[config.mk]
export PLATFORM = sky130hd
export DESIGN_NAME = serial_adder_ctrl
export DESIGN_NICKNAME = d
export VERILOG_FILES = /design/src/rtl/serial_adder_ctrl.sv
export SDC_FILE = /design/constraint.sdc
export NUM_CORES = 1
export LEC_CHECK = 0
export ABC_AREA = 0
export CORE_MARGIN = 5
export CORE_UTILIZATION = 55
export CTS_BUF_LIST = sky130_fd_sc_hd__clkbuf_4 sky130_fd_sc_hd__clkbuf_8 sky130_fd_sc_hd__clkbuf_16
export DETAILED_ROUTE_END_ITERATION = 7
export PLACE_DENSITY = 0.83
export SLEW_MARGIN = 40
export SYNTH_ARGS = -nofsm -noshare
export SYNTH_HDL_FRONTEND = slang
export SYNTH_SLANG_ARGS = --single-unit
export TNS_END_PERCENT = 1
[constraint.sdc]
create_clock -name clk -period 1.8 [get_ports clk]
set_input_delay 0.27 -clock clk [delete_from_list [all_inputs] [get_ports clk]]
set_output_delay 0.27 -clock clk [all_outputs]
set_load 0.05 [all_outputs]
[src/rtl/serial_adder_ctrl.sv]
// ============================================================================
// serial_adder_ctrl : bit-serial WIDTH-bit adder, LSB first, one full-adder cell
// Rev 1.0
// ============================================================================
`timescale 1ns/1ps
`default_nettype none

module sa_half_adder (
   input  logic a_i,
   input  logic b_i,
   output logic s_o,
   output logic c_o
);
   assign s_o = a_i ^ b_i;
   assign c_o = a_i & b_i;
endmodule

module sa_full_adder (
   input  logic a_i,
   input  logic b_i,
   input  logic c_i,
   output logic s_o,
   output logic c_o
);
   logic w_s0;
   logic w_c0;
   logic w_c1;

   sa_half_adder u_ha0 (.a_i(a_i),  .b_i(b_i), .s_o(w_s0), .c_o(w_c0));
   sa_half_adder u_ha1 (.a_i(w_s0), .b_i(c_i), .s_o(s_o),  .c_o(w_c1));

   assign c_o = w_c0 | w_c1;
endmodule

module serial_adder_ctrl #(
   parameter int WIDTH = 8
) (
   input  logic             clk,
   input  logic             rst,
   input  logic             start,
   input  logic [WIDTH-1:0] A,
   input  logic [WIDTH-1:0] B,
   output logic             busy,
   output logic             done,
   output logic [WIDTH-1:0] Sum,
   output logic             Count
);
   localparam int             CW   = (WIDTH > 1) ? $clog2(WIDTH) : 1;
   localparam logic [CW-1:0]  LAST = CW'(WIDTH - 1);

   typedef enum logic [1:0] {
      ST_IDLE = 2'd0,
      ST_RUN  = 2'd1,
      ST_DONE = 2'd2
   } state_t;

   state_t           state_q;
   logic [WIDTH-1:0] a_q;
   logic [WIDTH-1:0] b_q;
   logic             carry_q;
   logic [CW-1:0]    cnt_q;
   logic             busy_q;
   logic             done_q;
   logic [WIDTH-1:0] sum_q;
   logic             count_q;

   logic             bit_s;
   logic             carry_d;
   logic [WIDTH-1:0] res_d;
   logic             w_accept;
   logic             w_run;
   logic             w_last;

   sa_full_adder u_fa (
      .a_i (a_q[0]),
      .b_i (b_q[0]),
      .c_i (carry_q),
      .s_o (bit_s),
      .c_o (carry_d)
   );

   assign w_accept = ((state_q == ST_IDLE) || (state_q == ST_DONE)) && start;
   assign w_run    = (state_q == ST_RUN);
   assign w_last   = (cnt_q == LAST);

   // The LSB of the result word would be shifted out unread, so only the upper
   // WIDTH-1 partial bits are stored; res_d is the word after the current bit.
   generate
      if (WIDTH == 1) begin : g_res_w1
         assign res_d = bit_s;
      end else begin : g_res_wn
         logic [WIDTH-2:0] part_q;

         always_ff @(posedge clk) begin
            if (rst) begin
               part_q <= '0;
            end else if (w_accept) begin
               part_q <= '0;
            end else if (w_run) begin
               part_q <= res_d[WIDTH-1:1];
            end
         end

         assign res_d = {bit_s, part_q};
      end
   endgenerate

   always_ff @(posedge clk) begin
      if (rst) begin
         state_q <= ST_IDLE;
         a_q     <= '0;
         b_q     <= '0;
         carry_q <= 1'b0;
         cnt_q   <= '0;
         busy_q  <= 1'b0;
         done_q  <= 1'b0;
         sum_q   <= '0;
         count_q <= 1'b0;
      end else begin
         case (state_q)
            ST_IDLE, ST_DONE: begin
               done_q <= 1'b0;
               if (start) begin
                  a_q     <= A;
                  b_q     <= B;
                  carry_q <= 1'b0;
                  cnt_q   <= '0;
                  busy_q  <= 1'b1;
                  state_q <= ST_RUN;
               end else begin
                  state_q <= ST_IDLE;
               end
            end
            ST_RUN: begin
               a_q     <= a_q >> 1;
               b_q     <= b_q >> 1;
               carry_q <= carry_d;
               if (w_last) begin
                  sum_q   <= res_d;
                  count_q <= carry_d;
                  cnt_q   <= '0;
                  busy_q  <= 1'b0;
                  done_q  <= 1'b1;
                  state_q <= ST_DONE;
               end else begin
                  cnt_q <= cnt_q + 1'b1;
               end
            end
            default: begin
               busy_q  <= 1'b0;
               done_q  <= 1'b0;
               state_q <= ST_IDLE;
            end
         endcase
      end
   end

   assign busy  = busy_q;
   assign done  = done_q;
   assign Sum   = sum_q;
   assign Count = count_q;

endmodule

`default_nettype wire
==> impl_results.md, run 1 <==
* Overall Global Routing Usage at 17.6%
* Vias at between 1k and 1.5k
* Routed Antenna Nets at 0
* Worst IR drop on VDD at ~450 uV
* Commonest non-fill, non-tap cell in the layout: nand2_1
* Die ar. at 4160 um2
* Routed wire length at 3.41 mm
* # rows at 19
* CP max FO at 11
* Cells along the critical path: ha_1 > ha_1 > nand3b_1 > nand2_1 > a21oi_1
* Setup TNS at 0 ns
* Area occupied by multi-input gates at 739 um2
* Post-Synthesis Net Count at 220
* Die Ht at between 60 and 70 um
* Flop2flop setup slack at 0.21 ns
* Crit path DAT at 1.82 ns
* Max stage delay on crit path at 0.38 ns
* Area grow syn2layout at 22.5%
* Final hold violations at 0
* Total congestion overflow at 0
* Post-layout minimum cycle time at 1.59 ns
* Cell mode on critical path: ha_1
* Worst Path Required at between 2 and 2.5 ns
* Hold Path Class: flop to flop
* DR pass1 iterations at 4
* Setup Skew at 0.00714 ns
* Initial drt markers at 70
* CTS Root Cell: clkbuf_4
* Crit-path slowest cell: dfxtp_1
* Non-Filler Instances at 255
* Max Slew Vio Count at 0
* Initial antenna violation count at 0
* I/O pin cnt at 30
* GP Congestion at roughly 0.80
* Skew-Pair Late Insertion Delay at 0.34 ns
* CTS sink count at 40
* Vias per cell at 5.64
* Number of synthesized register bits at 40
* Worst-margin pin slew at 0.507 ns
* Status: complete, no violations
* PD cells at 833 nW/um2
* Share of cells above drive strength 1 at ~8.0%
* Worst-path clk slew at 0.11 ns
* Avg WL per Cell at 13.4 um
* Warnings, synthesis at 0
* Worst Setup End Kind: flop
* Dpl hpwl at about 2.4 mm
* Number of global-route vias before repair at approximately 1.4k
* Final-report setup violation count at 0
* Cells after DPL at ~250
* Final period utilization at 88.5%
* Crit path launch type: flop
* Total CTS buffers at 5
* Largest buffer count on any clock path at 2
* Post-Syn Area at 1640 um2
* First-pass GRT wire length at 5.85 mm
* Nets@finish at 246
* P_leak at 0.894 nW
* RSZ-0062 raised after global routing: false
* Netlist cell types at 22
* PortBufs at 29
* Sequential area share after synthesis at roughly half
* Initial Utilization at between 50% and 60%
* FF+latch area at 801 um2
* Most frequent cells in the layout: nand2_1, dfxtp_1, a21oi_1
* Post-CTS Setup Inserts at 0
* Max-cap viol count at 0
* Synthesized instance count at 197
* Slew margin rel. at ~66%
* Die X at 64.5 um
* Syn_area_per_cell at 8.30 um2
* Fmax at 628 MHz
* CTS H-tree lvls at 2
* CP Class: flop to flop
* CTS tree: built
* DRC Markers at 0
* Fillers at 228
* Antenna Cells at 0
* Area of the core at 2810 um2
* Hold-fix buffer count after cts at 0
* Largest net degree at the start of global routing at 35
-- per-layer routing --
layer | up-vias | routed length, um | global-route usage [%]
met2 | 34 | 1770 | 34.3
met1 | 678 | 1420 | 17.7
met4 | 0 | 59 | 7.39
met5 | - | 0 | 0
met3 | 7 | 160 | 4.32
li1 | 719 | - | -
-- report_power, final --
part | leakage [nW] | switching [mW] | internal (mW)
Clock | 0.0394 | 0.274 | 0.223
Sequential | 0.326 | 0.0254 | 0.927
Combinational | 0.528 | 0.121 | 0.0983
-- sequential cells by signal, summed over array words and instances (netlist names) --
signal and cells:
cnt_q 3, busy 1, a_q 8, b_q 8, carry_q 1, state_q 2
Sum 8, done 1, Count 1, g_res_wn.part_q 7
-- metrics by stage --
stage | utilization [%] | setup WS (ns) | power, mW | hold WS [ns] | area (um2)
2_1_floorplan | - | 0.605 | 1.12 | 0.406 | 1640
3_3_place_gp | 68.3 | 0.273 | 1.18 | 0.441 | 1920
3_5_place_dp | 68.3 | 0.224 | 1.19 | 0.453 | 1920
4_1_cts | 70.6 | 0.00838 | 1.68 | 0.469 | 1980
5_1_grt | 71.4 | 0.0732 | 1.75 | 0.469 | 2000
6_report | 71.4 | 0.208 | 1.67 | 0.462 | 2000
-- worst max-delay path, delay by kind of cell (launching register included) --
kind                     cells  cell delay, ns
adder cells (fa/ha/maj)      2            0.54
AND/OR/NAND/NOR              2            0.48
AO/OA/AOI/OAI                1            0.08
flip-flops                   1            0.38
-- area by class of cell --
| class | count | share of cell area, % |
|---|---|---|
| repair buffers | 35 | 17.7 |
| multi-input cells | 140 | 36.9 |
| well taps | 31 | 1.94 |
| inverters | 1 | 0.187 |
| clock buffers | 8 | 3.31 |
| flip-flops and latches | 40 | 40.0 |
-- kinds of logic (layout without fill, tap and decap cells) --
family,count (synthesis),in the layout,share of synthesized area [%]
buffers and inverters,17,44,5.81
flip-flops,40,40,49.0
AO/OA/AOI/OAI,38,38,16.5
AND/OR/NAND/NOR,98,98,25.2
adder cells (fa/ha/maj),4,4,3.52
-- synth_stat cells (all sizes together) --
cell type / count / area, um2
a31oi: 1 / 6.26
dfxtp: 40 / 801
fa: 1 / 20.0
nor2: 19 / 71.3
o32a: 1 / 10.0
clkbuf: 5 / 18.8
nand3: 14 / 70.1
nor3b: 1 / 7.51
o21a: 1 / 7.51
ha: 3 / 37.5
nand2: 56 / 210
a311oi: 14 / 141
nand3b: 1 / 7.51
buf: 11 / 72.6
a21oi: 21 / 105
nor2b: 2 / 12.5
inv: 1 / 3.75
nor4b: 1 / 8.76
nor3: 1 / 5.00
nand2b: 3 / 18.8
-- worst paths after layout --
path                         start                  end  depth (start not counted)
max          cnt_q[0]$_SDFFE_PP0P_  Sum[4]$_SDFFE_PP0P_                          5
min            Sum[0]$_SDFFE_PP0P_  Sum[0]$_SDFFE_PP0P_                          2
max reg2reg  cnt_q[0]$_SDFFE_PP0P_  Sum[4]$_SDFFE_PP0P_                          5
min reg2reg    Sum[0]$_SDFFE_PP0P_  Sum[0]$_SDFFE_PP0P_                          2
-- timing repair --
| action | CTS | global route |
|---|---|---|
| endpoints found under the hold margin | 0 | 0 |
| gates resized for setup | 1 | 9 |
| setup endpoints to repair | 1 | 9 |
(Power assumes the default switching activity.)
==> inputs of run 2 (changes only) <==
ABC_AREA = not set   (was 0)
CORE_UTILIZATION = 50   (was 55)
PLACE_DENSITY = 0.77   (was 0.83)
==> impl_results.md, run 2 (same netlist as run 1, synthesis figures left out) <==
* Critical R2R Launch: cnt_q[0]$_SDFFE_PP0P_ (unchanged)
* Largest buffer count on any clock path at 2 (unchanged)
* DR pass1 iterations at 4 (unchanged)
* Share of cells above drive strength 1 at 9.29% (was 8.04%)
* CTS sink count at 40 (unchanged)
* Overall Global Routing Usage at 16.8% (was 17.6%)
* Logic pwr share at 12.5% (was 13.1%)
* Hold-fix buffer count after cts at 0 (unchanged)
* Worst IR drop on VDD at 605 uV (was 445 uV)
* Slew margin rel. at 65.9% (was 66.1%)
* Crit path DAT at 1.12 ns (was 1.82 ns)
* Die Ht at 67.2 um (was 64.5 um)
* Final worst slack at 0.411 ns (was 0.208 ns)
* Hold Path Class: flop to flop (unchanged)
* I/O pin cnt at 30 (unchanged)
* Sw Share at 24.4% (was 25.2%)
* Final hold violations at 0 (unchanged)
* Nets@finish at 248 (was 246)
* Worst Path Required at 1.53 ns (was 2.03 ns)
* PortBufs at 29 (unchanged)
* Routed wire length at 3.39 mm (was 3.41 mm)
* Number of global-route vias before repair at 1326 (was 1406)
* Fmax at 720 MHz (was 628 MHz)
* Crit-path slowest cell: dlymetal6s2s_1 (was dfxtp_1)
* Die X at 67.2 um (was 64.5 um)
* Worst Setup End Kind: output pin (was flop)
* Largest net degree at the start of global routing at 31 (was 35)
* Status: complete, no violations (unchanged)
* Setup Skew at 0.00902 ns (was 0.00714 ns)
* Clock Power Share at 33.5% (was 29.8%)
* Cells along the critical path: dlymetal6s2s_1 (was ha_1 > ha_1 > nand3b_1 > nand2_1 > a21oi_1)
* Final-report setup violation count at 0 (unchanged)
* Max Slew Vio Count at 0 (unchanged)
* Crit path buf inv count at 1 (was 0)
* Top delay family on crit path: buffers and inverters (was adder cells)
* Fillers at 284 (was 228)
* Final Util at 66.0% (was 71.4%)
* Skew-Pair Late Insertion Delay at 0.35 ns (was 0.34 ns)
* Final period utilization at 77.2% (was 88.5%)
* CP max FO at 2 (was 11)
* Die ar. at 4510 um2 (was 4160 um2)
* Area of the core at 3100 um2 (was 2810 um2)
* CTS Root Cell: clkbuf_4 (unchanged)
* Initial Utilization at 52.7% (was 58.3%)
* First-pass GRT wire length at 5.71 mm (was 5.85 mm)
* Register share of total power at 54.0% (was 57.1%)
* Initial drt markers at 88 (was 70)
* Worst-margin pin slew at 0.511 ns (was 0.507 ns)
* Post-layout minimum cycle time at 1.39 ns (was 1.59 ns)
* Avg WL per Cell at 12.5 um (was 13.4 um)
* Routed Antenna Nets at 0 (unchanged)
* PD cells at 862 nW/um2 (was 833 nW/um2)
* Dpl hpwl at 2.36 mm (was 2.43 mm)
* Commonest non-fill, non-tap cell in the layout: nand2_1 (unchanged)
* Max stage delay on crit path at 0.42 ns (was 0.38 ns)
* Area grow syn2layout at 25.2% (was 22.5%)
* Antenna Cells at 0 (unchanged)
* Vias at 1410 (was 1438)
* Hold path startpoint: Sum[1]$_SDFFE_PP0P_ (was Sum[0]$_SDFFE_PP0P_)
* Max-cap viol count at 0 (unchanged)
* CTS H-tree lvls at 2 (unchanged)
* Worst setup path startpoint: Sum[3]$_SDFFE_PP0P_ (was cnt_q[0]$_SDFFE_PP0P_)
* Total congestion overflow at 0 (unchanged)
* Place WS at 0.208 ns (was 0.224 ns)
* CP Class: flop to output pin (was flop to flop)
* Most frequent cells in the layout: nand2_1, dfxtp_1, a21oi_1 (unchanged)
* Initial antenna violation count at 0 (unchanged)
* Setup TNS at 0 ns (unchanged)
* Crit path launch type: flop (unchanged)
* CTS tree: built (unchanged)
* P_int at 1.33 mW (was 1.25 mW)
* GP Congestion at 0.752 (was 0.797)
* DRC Markers at 0 (unchanged)
* Psw at 0.431 mW (was 0.420 mW)
* Vias per cell at 5.22 (was 5.64)
* Total CTS buffers at 5 (unchanged)
* P_leak at 0.908 nW (was 0.894 nW)
* Worst-path clk slew at 0.12 ns (was 0.11 ns)
* # rows at 20 (was 19)
* Min Hold Slack at 0.459 ns (was 0.462 ns)
* RSZ-0062 raised after global routing: false (unchanged)
==> run 2: power groups by stage <==
stage / registers, mW / logic, mW / clock network [mW]
finish: 0.953 / 0.220 / 0.590
CTS: 0.954 / 0.221 / 0.602
floorplan: 0.974 / 0.149 / 0
detailed placement: 0.973 / 0.220 / 0
global placement: 0.970 / 0.214 / 0
global route: 0.959 / 0.246 / 0.648
==> run 2: routing by layer <==
metal  wire [um]  vias to the layer above  global-route usage (%)
met3         192                        5                    5.82
met1        1430                      641                    19.3
met5           0                        -                       0
met2        1710                       39                    28.5
li1            -                      725                       -
met4          48                        0                    6.58
==> run 2: repair_timing <==
| item | CTS | global route |
|---|---|---|
| endpoints found under the setup margin | 0 | 9 |
| buffers inserted | 0 | 0 |
| resized for setup | 0 | 9 |
==> run 2: worst paths after layout <==
check / endpoint / slack, ns / cells past startpoint
setup reg to reg: Count$_SDFFE_PP0P_ / 0.43 / 5
hold / removal: Sum[1]$_SDFFE_PP0P_ / 0.46 / 2
setup / recovery: Sum[3] / 0.41 / 1
hold reg to reg: Sum[1]$_SDFFE_PP0P_ / 0.46 / 2
==> run 2: area by class of cell <==
class / instances / area (um2) / area share [%]
clock buffers: 6 / 45.0 / 2.20
clock inverters: 2 / 35.0 / 1.71
inverters: 1 / 3.75 / 0.183
multi-input cells: 140 / 739 / 36.1
flip-flops and latches: 40 / 801 / 39.1
well taps: 44 / 55.1 / 2.69
repair buffers: 37 / 368 / 18.0
==> run 2: metrics by stage <==
step | std cells | power (mW) | cell area, um2
after floorplan | 197 | 1.12 | 1640
after global placement | 262 | 1.18 | 1940
after detailed placement | 262 | 1.19 | 1940
after CTS | 270 | 1.78 | 2020
after global routing | 270 | 1.85 | 2050
final | 270 | 1.76 | 2050
==> inputs of run 3 (changes only) <==
clock period = 1.4 ns   (was 1.8 ns; I/O delays follow)
==> impl_results.md, run 3 (same netlist as run 1, synthesis figures left out) <==
* Max-cap viol count at 0 (unchanged)
* CTS H-tree lvls at 2 (unchanged)
* Die ar. at 4510 um2 (unchanged)
* Post-DP Area at 2100 um2 (was 1940 um2)
* Final worst slack at 0.113 ns (was 0.411 ns)
* Nets@finish at 250 (was 248)
* Worst-path clk slew at 0.11 ns (was 0.12 ns)
* Crit path launch type: flop (unchanged)
* Initial drt markers at 121 (was 88)
* Critical R2R Launch: cnt_q[0]$_SDFFE_PP0P_ (unchanged)
* Dpl hpwl at 2.47 mm (was 2.36 mm)
* Final hold violations at 0 (unchanged)
* Hold Path End: a_q[7]$_SDFFE_PP0P_ (was Sum[1]$_SDFFE_PP0P_)
* Flop2flop setup slack at 0.11 ns (was 0.43 ns)
* # rows at 20 (unchanged)
* FF+latch area at 801 um2 (unchanged)
* Worst Setup End Kind: flop (was output pin)
* Routed Antenna Nets at 0 (unchanged)
* Die X at 67.2 um (unchanged)
* CTS tree: built (unchanged)
* Avg WL per Cell at 12.8 um (was 12.5 um)
* Vias at 1420 (was 1410)
* Area of the core at 3100 um2 (unchanged)
* CTS Root Cell: clkbuf_4 (unchanged)
* Hold path startpoint: A[7] (was Sum[1]$_SDFFE_PP0P_)
* Total congestion overflow at 0 (unchanged)
* Min Hold Slack at 0.422 ns (was 0.459 ns)
* Initial Utilization at 52.7% (unchanged)
* First-pass GRT wire length at 6.13 mm (was 5.71 mm)
* Final period utilization at 92.0%
* Final-report setup violation count at 0 (unchanged)
* Status: complete, no violations (unchanged)
* DR pass1 iterations at 4 (unchanged)
* I/O pin cnt at 30 (unchanged)
* Die Ht at 67.2 um (unchanged)
* Place WS at -0.163 ns (was 0.208 ns)
* Area grow syn2layout at 33.7% (was 25.2%)
* Fin area at 2190 um2 (was 2050 um2)
* Number of global-route vias before repair at 1459 (was 1326)
* Hold Path Class: input port to flop (was flop to flop)
* Fillers at 259 (was 284)
* Slew margin rel. at 82.2% (was 65.9%)
* Antenna Cells at 0 (unchanged)
* Total CTS buffers at 5 (unchanged)
* Setup TNS at 0 ns (unchanged)
* Crit Reg-Reg Endpoint: Count$_SDFFE_PP0P_ (unchanged)
* PD cells at 976 nW/um2 (was 862 nW/um2)
* Overall Global Routing Usage at 18.0% (was 16.8%)
* Cts repair resizes at 0 (unchanged)
* Initial antenna violation count at 0 (unchanged)
* CP max FO at 9 (was 2)
* Post-layout minimum cycle time at roughly 1.3 ns
* P_leak at 0.812 nW (was 0.908 nW)
* Skew-Pair Late Insertion Delay at 0.34 ns (was 0.35 ns)
* Largest buffer count on any clock path at 2 (unchanged)
* Most frequent cells in the layout: nand2_1, dfxtp_1, a21oi_1 (unchanged)
* Largest net degree at the start of global routing at 26 (was 31)
* Setup Skew at 0.00426 ns (was 0.00902 ns)
* CTS sink count at 40 (unchanged)
* GP Congestion at 0.749 (was 0.752)
* Fmax at 777 MHz
* Worst IR drop on VDD at 709 uV (was 605 uV)
* Vias per cell at 5.22 (about the same)
* Worst-margin pin slew at 0.263 ns (was 0.511 ns)
* WHS Path Cells at 3 (was 2)
* Crit path DAT at 1.56 ns (was 1.12 ns)
* PortBufs at 29 (unchanged)
* Worst Path Required at 1.67 ns (was 1.53 ns)
* Commonest non-fill, non-tap cell in the layout: nand2_1 (unchanged)
* Worst reg2reg path depth at 6 (was 5)
* CP Class: flop to flop (was flop to output pin)
* DRC Markers at 0 (unchanged)
* RSZ-0062 raised after global routing: false (unchanged)
* Max Slew Vio Count at 0 (unchanged)
* Share of cells above drive strength 1 at 14.0% (was 9.29%)
* Routed wire length at 3.48 mm (was 3.39 mm)
* Area occupied by multi-input gates at 739 um2 (unchanged)
==> run 3: changes by cell type in the layout (fill, tap and decap cells not counted), sizes merged <==
cell,previous run,this run
clkinv,1,2
dlymetal6s2s,9,0
bufinv,1,0
buf,10,21
==> run 3: critical path, cell delays in order (launching register included) <==
cell and delay [ns]:
dfxtp_1 0.35, ha_1 0.22, ha_1 0.20, nand3b_1 0.13, buf_12 0.13, nand2_1 0.06
a21oi_1 0.14
==> run 3: cell type report <==
type	count	area share, %
inverter	1	0.172
multi-input combinational	140	33.8
clock inverter	2	0.458
clock buffer	6	2.35
timing repair buffer	39	24.0
tap	44	2.52
sequential	40	36.6
==> run 3: worst max-delay path by stage <==
stage / start / endpoint / slack (ns) / depth (start not counted)
4_1_cts: cnt_q[0]$_SDFFE_PP0P_ / Count$_SDFFE_PP0P_ / 0.10 / 6
3_5_place_dp: start / a_q[5]$_SDFFE_PP0P_ / -0.16 / 5
5_1_grt: cnt_q[0]$_SDFFE_PP0P_ / Count$_SDFFE_PP0P_ / 0.002 / 6
2_1_floorplan: cnt_q[0]$_SDFFE_PP0P_ / Sum[0]$_SDFFE_PP0P_ / 0.21 / 5
3_3_place_gp: start / a_q[5]$_SDFFE_PP0P_ / -0.05 / 5
6_report: cnt_q[0]$_SDFFE_PP0P_ / Count$_SDFFE_PP0P_ / 0.11 / 6
==> run 3: repair_timing <==
item                       CTS  global route
hold endpoints to repair     0             0
setup endpoints to repair    2             0
buffers inserted             1             0
hold buffers                 0             0
==> run 3: through the flow <==
stage | power [mW] | instances | util (%)
after global routing | 2.25 | 272 | 70.4
after detailed placement | 1.57 | 263 | 67.8
final | 2.13 | 272 | 70.4
after floorplan | 1.44 | 197 | -
after global placement | 1.56 | 263 | 67.8
after CTS | 2.15 | 272 | 70.4
==> run 3: where the power goes <==
part	leakage, nW	internal, mW	switching [mW]
sequential	0.326	1.19	0.0355
combinational	0.448	0.156	0.163
clock	0.0380	0.239	0.350
total	0.812	1.59	0.548
==> run 3: metal layers <==
layer | wire, um | vias up | GRT usage [%] | share of wire, %
li1 | - | 728 | - | -
met4 | 52 | 0 | 7.09 | 1.5
met2 | 1810 | 27 | 31.9 | 52
met5 | 0 | - | 0 | 0
met3 | 136 | 5 | 6.32 | 3.9
met1 | 1480 | 660 | 19.4 | 43
==> patch: new RTL, settings of run 1 <==
Add an input register stage for `start`, without a reset; this delays it by one clock. The other inputs are not delayed to match.
--- a/src/rtl/serial_adder_ctrl.sv
+++ b/src/rtl/serial_adder_ctrl.sv
@@ -54,6 +54,12 @@
       ST_DONE = 2'd2
    } state_t;
 
+   logic start_q;
+
+   always_ff @(posedge clk) begin
+      start_q <= start;
+   end
+
    state_t           state_q;
    logic [WIDTH-1:0] a_q;
    logic [WIDTH-1:0] b_q;
@@ -79,7 +85,7 @@
       .c_o (carry_d)
    );
 
-   assign w_accept = ((state_q == ST_IDLE) || (state_q == ST_DONE)) && start;
+   assign w_accept = ((state_q == ST_IDLE) || (state_q == ST_DONE)) && start_q;
    assign w_run    = (state_q == ST_RUN);
    assign w_last   = (cnt_q == LAST);
 
@@ -120,7 +126,7 @@
          case (state_q)
             ST_IDLE, ST_DONE: begin
                done_q <= 1'b0;
-               if (start) begin
+               if (start_q) begin
                   a_q     <= A;
                   b_q     <= B;
                   carry_q <= 1'b0;
Check against the original RTL: not equivalent (a bounded check fails within 4 cycles, from zero or initial values and one cycle with rst high).
==> patch against run 1 <==
Register-to-register slack better by 220 ps; first-iteration DRC count is 5.7% higher; final area increased by 1.8%; worst setup slack improved by 190 ps; via count shrank 0.97%; total power increased by 0.55%; area after synthesis increased by 1.2%; sequential cell count increased by 1; sequential power up 2.5%; wire length fell by 2.8%; maximum frequency up 14%; critical path depth shrank 4; synthesized cell count grew 0.51%; critical endpoint is now Sum[5].
==> patch: results (changes against run 1) <==
pwr_density_cell_mw_per_mm2: 822  # -1.2%
vias_per_cell: 5.48  # -2.9%
p_sw_w: 0.000426  # +1.4%
timing.hold.ws_ps: 354  # -108 ps
p_clk_w: 0.000479  # -4%
critical-path-top-delay-family: "buffers and inverters"
grt_pass1_vias: 1389  # -1.2%
drtIter0Drc: 74  # +5.7%
r2r_slack_ps: 430  # +220 ps
ir_drop_v: 0.000435  # -2.2%
synth.area.top_cells: "dfxtp_1 (50%), nand2_1 (13%), a21oi_1 (6.3%)"
cp.arrival_ps: 1130  # -690 ps
status: "finished clean"
crit_path_max_fanout: 2  # -9
synth_fp_nets: 221  # +0.45%
grt_max_degree: 31  # -11%
drive_above_1_share_pct: 9.25  # +1.2 points
p_leak_nw: 0.910  # +1.8%
hpwl_mm: 2.38  # -2.4%
yosys.area_share.adder_pct: 3.48  # -0.043 points
grt_pass1_wl_mm: 5.75  # -1.7%
yosysSeqAreaShare_pct: 49.6  # +0.62 points
drt_wl_total_mm: 3.31  # -2.8%
slew_headroom_pct: 66.4  # +0.23 points
place.gp.congestion: 0.764  # -4.1%
synthTopCellsByCount: "nand2_1 (56), dfxtp_1 (41), a21oi_1 (21)"
-- patch: cell types whose count changed after synthesis, sizes merged --
cell,before,now
dfxtp,40,41
-- patch: area by class of cell --
type	instances	area, sq um
Clock buffer	7	58.8
Fill cell	245	938
Inverter	1	3.75
Multi-Input combinational cell	140	739
Sequential cell	41	821
Tap cell	33	41.3
Timing Repair Buffer	38	375
-- patch: per-stage QoR --
step | instance area (sq um) | setup slack, ps | util, % | std cells
2_1_floorplan | 1660 | 605 | - | 198
3_3_place_gp | 1960 | 428 | 65.8 | 253
3_5_place_dp | 1960 | 400 | 65.8 | 253
4_1_cts | 2020 | 0.0713 | 67.7 | 260
5_1_grt | 2040 | 256 | 68.5 | 260
6_report | 2040 | 401 | 68.5 | 260
-- patch: cell families (layout without fill, tap and decap cells) --
family | after synthesis | after routing
simple gates | 98 | 98
flops | 41 | 41
compound gates | 38 | 38
buf+inv | 17 | 46
fa+ha+maj | 4 | 4
-- patch: repair_timing --
action	in CTS	in global routing
setup endpoints to repair	0	9
setup buffers	0	0
gates resized for setup	0	9
-- patch: metal layers --
layer	share of wire (%)	wire length, microns	vias up	track usage [%]
met5	0	0	-	0
li1	-	-	728	-
met4	2.3	75	0	10.8
met3	4.7	155	8	7.11
met1	42	1400	653	19.5
met2	51	1680	35	28.7
-- patch: path summary, 6_finish.rpt --
check / depth (start not counted) / end / start
setup / recovery: 1 / Sum[5] / Sum[5]$_SDFFE_PP0P_
hold / removal: 1 / start_q$_DFF_P_ / start
setup reg to reg: 5 / Sum[6]$_SDFFE_PP0P_ / cnt_q[0]$_SDFFE_PP0P_
hold reg to reg: 2 / Sum[1]$_SDFFE_PP0P_ / Sum[1]$_SDFFE_PP0P_
